File: src/rtl/aes_key_pkg.sv
// Shared types and sizes for the AES-128 round-key buffer.
// Slot count is NUM_ROUNDS+1; each slot is four 32-bit key words.
package aes_key_pkg;

    localparam int ROUND_KEY_W   = 128;
    localparam int NUM_ROUNDS    = 10;
    localparam int NUM_KEY_WORDS = 44;
    localparam int NUM_SLOTS     = NUM_ROUNDS + 1;

    typedef enum logic [1:0] {
        EMPTY,
        FILLING,
        READY,
        STREAM
    } rkb_state_t;

    typedef logic [ROUND_KEY_W-1:0] round_key_t;

endpackage

File: src/rtl/round_key_buffer_if.sv
// Round-key replay handshake towards the cipher datapath.
// The buffer is the master; the datapath drives rnd_key_rdy.
interface round_key_buffer_if;
    import aes_key_pkg::*;

    round_key_t  rnd_key;
    logic        rnd_key_vld;
    logic        rnd_key_rdy;
    logic [3:0]  rnd_key_idx;
    logic        rnd_key_last;

    modport master (
        output rnd_key,
        output rnd_key_vld,
        output rnd_key_idx,
        output rnd_key_last,
        input  rnd_key_rdy
    );

    modport slave (
        input  rnd_key,
        input  rnd_key_vld,
        input  rnd_key_idx,
        input  rnd_key_last,
        output rnd_key_rdy
    );
endinterface

File: src/rtl/round_key_rf.sv
// 11 x 128-bit round-key storage with 32-bit lane writes.
// Lane 0 is the most significant word; one combinational read port.
module round_key_rf
    import aes_key_pkg::*;
#(
    parameter int WORD_W = 32
) (
    input  logic              clk,
    input  logic              reset,
    input  logic              we,
    input  logic [3:0]        waddr,
    input  logic [1:0]        wlane,
    input  logic [WORD_W-1:0] wdata,
    input  logic [3:0]        raddr,
    output round_key_t        rdata
);

    round_key_t mem [NUM_SLOTS];

    // Lane write into the addressed slot; reset clears all slots.
    always_ff @(posedge clk or negedge reset) begin
        if (!reset) begin
            for (int i = 0; i < NUM_SLOTS; i++) begin
                mem[i] <= '0;
            end
        end else if (we && (int'(waddr) < NUM_SLOTS)) begin
            mem[waddr][(3 - int'(wlane)) * WORD_W +: WORD_W] <= wdata;
        end
    end

    assign rdata = mem[raddr];

endmodule

File: src/rtl/round_key_buffer.sv
// Captures the 44 expanded key words and replays them as round keys,
// forward for encryption or reverse for decryption.
module round_key_buffer
    import aes_key_pkg::*;
#(
    parameter int WORD_W     = 32,
    parameter int NUM_ROUNDS = 10,
    parameter int NUM_WORDS  = 44
) (
    input  logic                 clk,
    input  logic                 reset,
    input  logic                 key_in_vld,
    input  logic [WORD_W-1:0]    rnd_word_key_val,
    input  logic                 rnd_word_key_val_vld,
    input  logic                 rd_start,
    input  logic                 rd_decrypt,
    round_key_buffer_if.master   rk,
    output logic                 keys_ready,
    output logic                 overflow
);

    localparam logic [5:0] LAST_WC = 6'(NUM_WORDS - 1);
    localparam logic [5:0] FULL_WC = 6'(NUM_WORDS);
    localparam logic [3:0] TOP_PTR = 4'(NUM_ROUNDS);

    rkb_state_t  state_q, state_d;
    logic [5:0]  wc_q, wc_d;
    logic [3:0]  ptr_q, ptr_d;
    logic        dir_q, dir_d;
    logic        ovf_q, ovf_d;
    logic        we;
    logic [3:0]  waddr;
    logic [1:0]  wlane;
    round_key_t  slot_key;
    logic        vld;
    logic        last;
    logic        hs;

    round_key_rf #(.WORD_W(WORD_W)) u_rf (
        .clk   (clk),
        .reset (reset),
        .we    (we),
        .waddr (waddr),
        .wlane (wlane),
        .wdata (rnd_word_key_val),
        .raddr (ptr_q),
        .rdata (slot_key)
    );

    assign vld  = (state_q == STREAM);
    assign last = vld && (dir_q ? (ptr_q == 4'd0) : (ptr_q == TOP_PTR));
    assign hs   = vld && rk.rnd_key_rdy;

    assign rk.rnd_key      = vld ? slot_key : '0;
    assign rk.rnd_key_vld  = vld;
    assign rk.rnd_key_idx  = vld ? ptr_q : 4'd0;
    assign rk.rnd_key_last = last;
    assign keys_ready      = (state_q == READY) || (state_q == STREAM);
    assign overflow        = ovf_q;

    // State, write count, read pointer, direction and sticky overflow.
    always_ff @(posedge clk or negedge reset) begin
        if (!reset) begin
            state_q <= EMPTY;
            wc_q    <= '0;
            ptr_q   <= '0;
            dir_q   <= 1'b0;
            ovf_q   <= 1'b0;
        end else begin
            state_q <= state_d;
            wc_q    <= wc_d;
            ptr_q   <= ptr_d;
            dir_q   <= dir_d;
            ovf_q   <= ovf_d;
        end
    end

    // Next state; a new seed key overrides everything else.
    always_comb begin
        state_d = state_q;
        wc_d    = wc_q;
        ptr_d   = ptr_q;
        dir_d   = dir_q;
        ovf_d   = ovf_q;
        we      = 1'b0;
        waddr   = wc_q[5:2];
        wlane   = wc_q[1:0];
        if (key_in_vld) begin
            state_d = FILLING;
            ovf_d   = 1'b0;
            wc_d    = '0;
            if (rnd_word_key_val_vld) begin
                we    = 1'b1;
                waddr = 4'd0;
                wlane = 2'd0;
                wc_d  = 6'd1;
            end
        end else begin
            unique case (state_q)
                EMPTY: begin
                end
                FILLING: begin
                    if (rnd_word_key_val_vld && (wc_q != FULL_WC)) begin
                        we   = 1'b1;
                        wc_d = wc_q + 6'd1;
                        if (wc_q == LAST_WC) begin
                            state_d = READY;
                        end
                    end
                end
                READY: begin
                    if (rnd_word_key_val_vld) begin
                        ovf_d = 1'b1;
                    end
                    if (rd_start) begin
                        state_d = STREAM;
                        dir_d   = rd_decrypt;
                        ptr_d   = rd_decrypt ? TOP_PTR : 4'd0;
                    end
                end
                STREAM: begin
                    if (rnd_word_key_val_vld) begin
                        ovf_d = 1'b1;
                    end
                    if (hs) begin
                        if (last) begin
                            state_d = READY;
                        end else begin
                            ptr_d = dir_q ? ptr_q - 4'd1 : ptr_q + 4'd1;
                        end
                    end
                end
            endcase
        end
    end

endmodule
File: src/flat_wrapper.sv
// flat-port wrapper written by rule: the top's interface ports become plain ports
module round_key_buffer_flat import aes_key_pkg::*;
#(
    parameter int WORD_W     = 32,
    parameter int NUM_ROUNDS = 10,
    parameter int NUM_WORDS  = 44
)
  (clk, reset, key_in_vld, rnd_word_key_val, rnd_word_key_val_vld, rd_start, rd_decrypt, keys_ready, overflow, rk_rnd_key, rk_rnd_key_vld, rk_rnd_key_idx, rk_rnd_key_last, rk_rnd_key_rdy);
  round_key_buffer_if rk_i ();
  input  logic clk;
  input  logic reset;
  input  logic key_in_vld;
  input  logic [WORD_W-1:0] rnd_word_key_val;
  input  logic rnd_word_key_val_vld;
  input  logic rd_start;
  input  logic rd_decrypt;
  output logic keys_ready;
  output logic overflow;
  output wire logic [$bits(rk_i.rnd_key)-1:0] rk_rnd_key;
  output wire logic [$bits(rk_i.rnd_key_vld)-1:0] rk_rnd_key_vld;
  output wire logic [$bits(rk_i.rnd_key_idx)-1:0] rk_rnd_key_idx;
  output wire logic [$bits(rk_i.rnd_key_last)-1:0] rk_rnd_key_last;
  input wire logic [$bits(rk_i.rnd_key_rdy)-1:0] rk_rnd_key_rdy;
  assign rk_rnd_key = rk_i.rnd_key;
  assign rk_rnd_key_vld = rk_i.rnd_key_vld;
  assign rk_rnd_key_idx = rk_i.rnd_key_idx;
  assign rk_rnd_key_last = rk_i.rnd_key_last;
  assign rk_i.rnd_key_rdy = rk_rnd_key_rdy;
  round_key_buffer #(.WORD_W(WORD_W), .NUM_ROUNDS(NUM_ROUNDS), .NUM_WORDS(NUM_WORDS)) u_core (.clk(clk), .reset(reset), .key_in_vld(key_in_vld), .rnd_word_key_val(rnd_word_key_val), .rnd_word_key_val_vld(rnd_word_key_val_vld), .rd_start(rd_start), .rd_decrypt(rd_decrypt), .rk(rk_i), .keys_ready(keys_ready), .overflow(overflow));
endmodule
File: config.mk
export PLATFORM = sky130hd
export DESIGN_NAME = round_key_buffer_flat
export DESIGN_NICKNAME = d
export VERILOG_FILES = /design/src/rtl/aes_key_pkg.sv /design/src/rtl/round_key_buffer_if.sv /design/src/rtl/round_key_rf.sv /design/src/rtl/round_key_buffer.sv /design/src/flat_wrapper.sv
export SDC_FILE = /design/constraint.sdc
export NUM_CORES = 2
export LEC_CHECK = 0
export CAP_MARGIN = 20
export CORE_MARGIN = 3
export CORE_UTILIZATION = 58
export CTS_BUF_LIST = sky130_fd_sc_hd__clkbuf_8
export CTS_CLUSTER_DIAMETER = 60
export DETAILED_ROUTE_END_ITERATION = 10
export PLACE_DENSITY = 0.79
export SYNTH_ARGS = -nofsm -noshare
export SYNTH_HDL_FRONTEND = slang
export SYNTH_SLANG_ARGS = --single-unit
File: constraint.sdc
create_clock -name clk -period 2.4 [get_ports clk]
set_input_delay 0.72 -clock clk [delete_from_list [all_inputs] [get_ports clk]]
set_output_delay 0.72 -clock clk [all_outputs]
set_load 0.05 [all_outputs]
==> flow_metrics.py <==
metrics = {
    "synthesis": {
        "synth_top_flop_cell": "dfrtp_1",
        "syn_inst": 4479,
        "syn_nets": 4528,
        "synth_top_cell_area_share_pct": 54.5,
        "async_flop_share_pct": 100,
        "synth_area_sq_mm": 0.0653,
        "synthTopCellsByCount": "dfrtp_1 (1,422), mux2_2 (1,411), nor2_1 (279), mux2i_1 (257), mux4_2 (256)",
        "syn_avg_cell_area_sq_um": 14.6,
        "yosysSeqAreaShare_pct": 54.5,
        "synth-edff-count": 0,
        "ys_ff_latch": 1422,
        "synth_cell_types": 42,
        "synthTopCellsByArea": "dfrtp_1 (54%), mux2_2 (24%), mux4_2 (8.8%), mux2i_1 (3.9%), nor2_1 (1.6%)",
        "synth_warnings": 0,
        "yosysTopAreaCell": "dfrtp_1",
        "yosysMostFrequentCell": "dfrtp_1",
    },
    "sta": {
        "fin_tns_setup_ns": -324.22,
        "finalHoldViolCount": 0,
        "fin_crit_sh_pct": 157,
        "slew_headroom_pct": 34.8,
        "drv_slew": 0,
        "whs_ns": 0.385,
        "rsz0062_at_grt": "true",
        "setup_ws_ns": -1.37,
        "finalClockSkew_ns": 0.0349,
        "tightest_slew_ns": 0.974,
        "setup_viol": 1346,
        "fmax_ghz": 0.266,
        "fin_crit_ns": 3.77,
    },
    "routing": {
        "drtIter0Drc": 3248,
        "drt-vias-per-instance": 6.22,
        "post_drt_wl_per_cell_um": 27.5,
        "drc": 0,
        "firstDrtPassIters": 5,
        "vias": 41272,
        "routed_wl_um": 183000,
        "antenna_left": 0,
    },
    "clock_tree": {
        "cts_tree": "done",
        "numCtsBuffers": 222,
        "cts.path.max_buffers": 3,
        "clkLatencyLatePin_ns": 0.89,
        "htreeDepth": 4,
        "root_buffer": "clkbuf_8",
        "cts_sinks": 1422,
        "clkTransAtPathRegs_ns": 0.06,
    },
    "cells_and_area": {
        "num-fill-cells": 6533,
        "drive_gt1_share_pct": 57.4,
        "seqCellArea_sq_mm": 0.0356,
        "final_util_pct": 74.0,
        "area_growth_pct": 26.0,
        "multi_input_area_sq_mm": 0.0306,
        "nNetsFinal": 5016,
        "finalNonFillerCells": 6635,
    },
    "global_route": {
        "grt_overflow": 0,
        "grt_max_degree": 87,
        "antenna_found_initial": 4,
        "grtUsageTotal_pct": 31.4,
        "grt_pass1_wl_um": 277000,
        "grt_pass1_vias": 44522,
    },
    "floorplan": {
        "row_count": 122,
        "io_pins": 175,
        "die_h_um": 342,
        "core-area_sq_mm": 0.111,
        "die_w_um": 342,
        "die-area_sq_mm": 0.117,
        "start_util_pct": 58.7,
    },
    "critical_path": {
        "timing.critical_path.mode_cell": "buf_12",
        "ff2ff_path_depth": 9,
        "slowest_stage": "mux4_2",
        "critPathArrivalTime_ns": 3.05,
        "crit_fanout": 18,
        "end_kind": "output port",
        "required_ns": 1.68,
        "worst_setup_path_start_kind": "register",
        "crit_chain": "buf_16 > buf_12 > mux4_2 > mux2i_2 > o22ai_1 > buf_4 > buf_12",
        "cpPeakStageDelay_ns": 0.52,
        "criticalPathCategory": "reg -> out",
    },
    "outcome": {
        "violations": "negative setup slack",
        "status": "finished with violations",
    },
    "placed_design": {
        "dp.cells": 6197,
        "hpwl_um": 115000,
        "place_congestion": 0.848,
        "io_buffers": 174,
    },
    "pwr": {
        "p_leak_uw": 0.0389,
        "ir_worst_vdd_v": 0.000676,
        "p_total_uw": 48200,
        "powerDensity_mw_per_mm2": 585,
    },
    "worst_hold_path": {
        "worst_hold_path_type": "in -> reg",
        "min_path_cells": 3,
    },
    "flow_run": {
        "maxCapViolations": 0,
    },
}
[logic make-up (layout without fill, tap and decap cells)]
logic type / after synthesis / after routing / synth area share [%]
buf+inv: 436 / 1100 / 2.86
fa+ha+maj: 10 / 10 / 0.203
other cells: 0 / 4 / 0
mux: 1924 / 1924 / 37.1
simple gates: 395 / 395 / 2.73
compound gates: 286 / 286 / 2.54
xor+xnor: 6 / 6 / 0.0805
flops: 1422 / 1422 / 54.5
[placed cells by master, fill, tap and decap left out, drive strengths merged, types with 9 or more instances in the layout]
cell type	Yosys	routed
dfrtp	1422	1422
mux2	1411	1411
buf	200	645
clkbuf	227	287
nor2	279	279
mux2i	257	257
mux4	256	256
a21oi	133	133
o22ai	128	128
inv	9	93
clkdlybuf4s50	0	36
nand2b	36	36
and2	33	33
clkinv	0	28
nand3	13	13
nand2	10	10
o21ai	10	10
ha	9	9
[timing repair]
action	4_1_cts	5_1_grt
gates resized for setup	122	53
hold endpoints to repair	35	0
hold buffers	1	0
gates cloned	6	6
pin swaps	11	23
endpoints found under the setup margin	1205	1493
buffers inserted	8	13
[report_power, final]
group / switching, uW / total, uW / internal, uW
clock network: 9580 / 20400 / 10800
logic: 1910 / 3140 / 1240
registers: 232 / 24600 / 24400
total: 11700 / 48200 / 36400
[worst max-delay path, delay by kind of cell, from the launching register on]
family,cells,cell delay [ns]
AO/OA/AOI/OAI,1,0.13
buffers and inverters,4,0.77
flip-flops,1,0.47
multiplexers,2,0.74
[cell type report]
class	instances	share of cell area, %
inverters	9	0.0471
diodes	4	0.0122
well taps	1488	2.26
clock buffers	281	4.70
flip-flops and latches	1422	43.3
clock inverters	119	0.760
multi-input cells	2621	37.2
repair buffers	691	11.8
[state kept, by name (all words and copies together) (netlist names)]
register / flops
u_core.state_q: 2
u_core.wc_q: 6
u_core.dir_q: 1
u_core.overflow: 1
u_core.ptr_q: 4
u_core.u_rf.mem: 1408
[metrics by stage]
step / area, sq um / setup WS [ns]
finish: 82300 / -1.37
global route: 82300 / -1.46
detailed placement: 76400 / -1.32
CTS: 81700 / -1.38
floorplan: 67400 / -0.489
global placement: 76400 / -1.26
[worst paths after layout]
check / end / from / slack (ns)
min reg2reg: u_core.u_rf.mem[489]$_DFFE_PN0P_ / u_core.u_rf.mem[489]$_DFFE_PN0P_ / 0.50
min in group asynchronous: u_core.u_rf.mem[1404]$_DFFE_PN0P_ / reset / 0.46
max reg2reg: u_core.u_rf.mem[829]$_DFFE_PN0P_ / u_core.wc_q[0]$_DFFE_PN0P_ / -0.21
max: rk_rnd_key[122] / u_core.ptr_q[0]$_DFFE_PN0P_ / -1.37
max in group asynchronous: u_core.u_rf.mem[643]$_DFFE_PN0P_ / reset / 1.06
min: u_core.wc_q[0]$_DFFE_PN0P_ / key_in_vld / 0.39
[routing by layer]
metal	share of wire [%]	wire [um]	GRT usage, %
met2	50	90400	51.9
met3	5.8	10500	5.44
met5	0	0	0
met1	41	74200	41.4
met4	4.1	7480	12.9
Note: power is estimated with default switching activity, not from simulation.
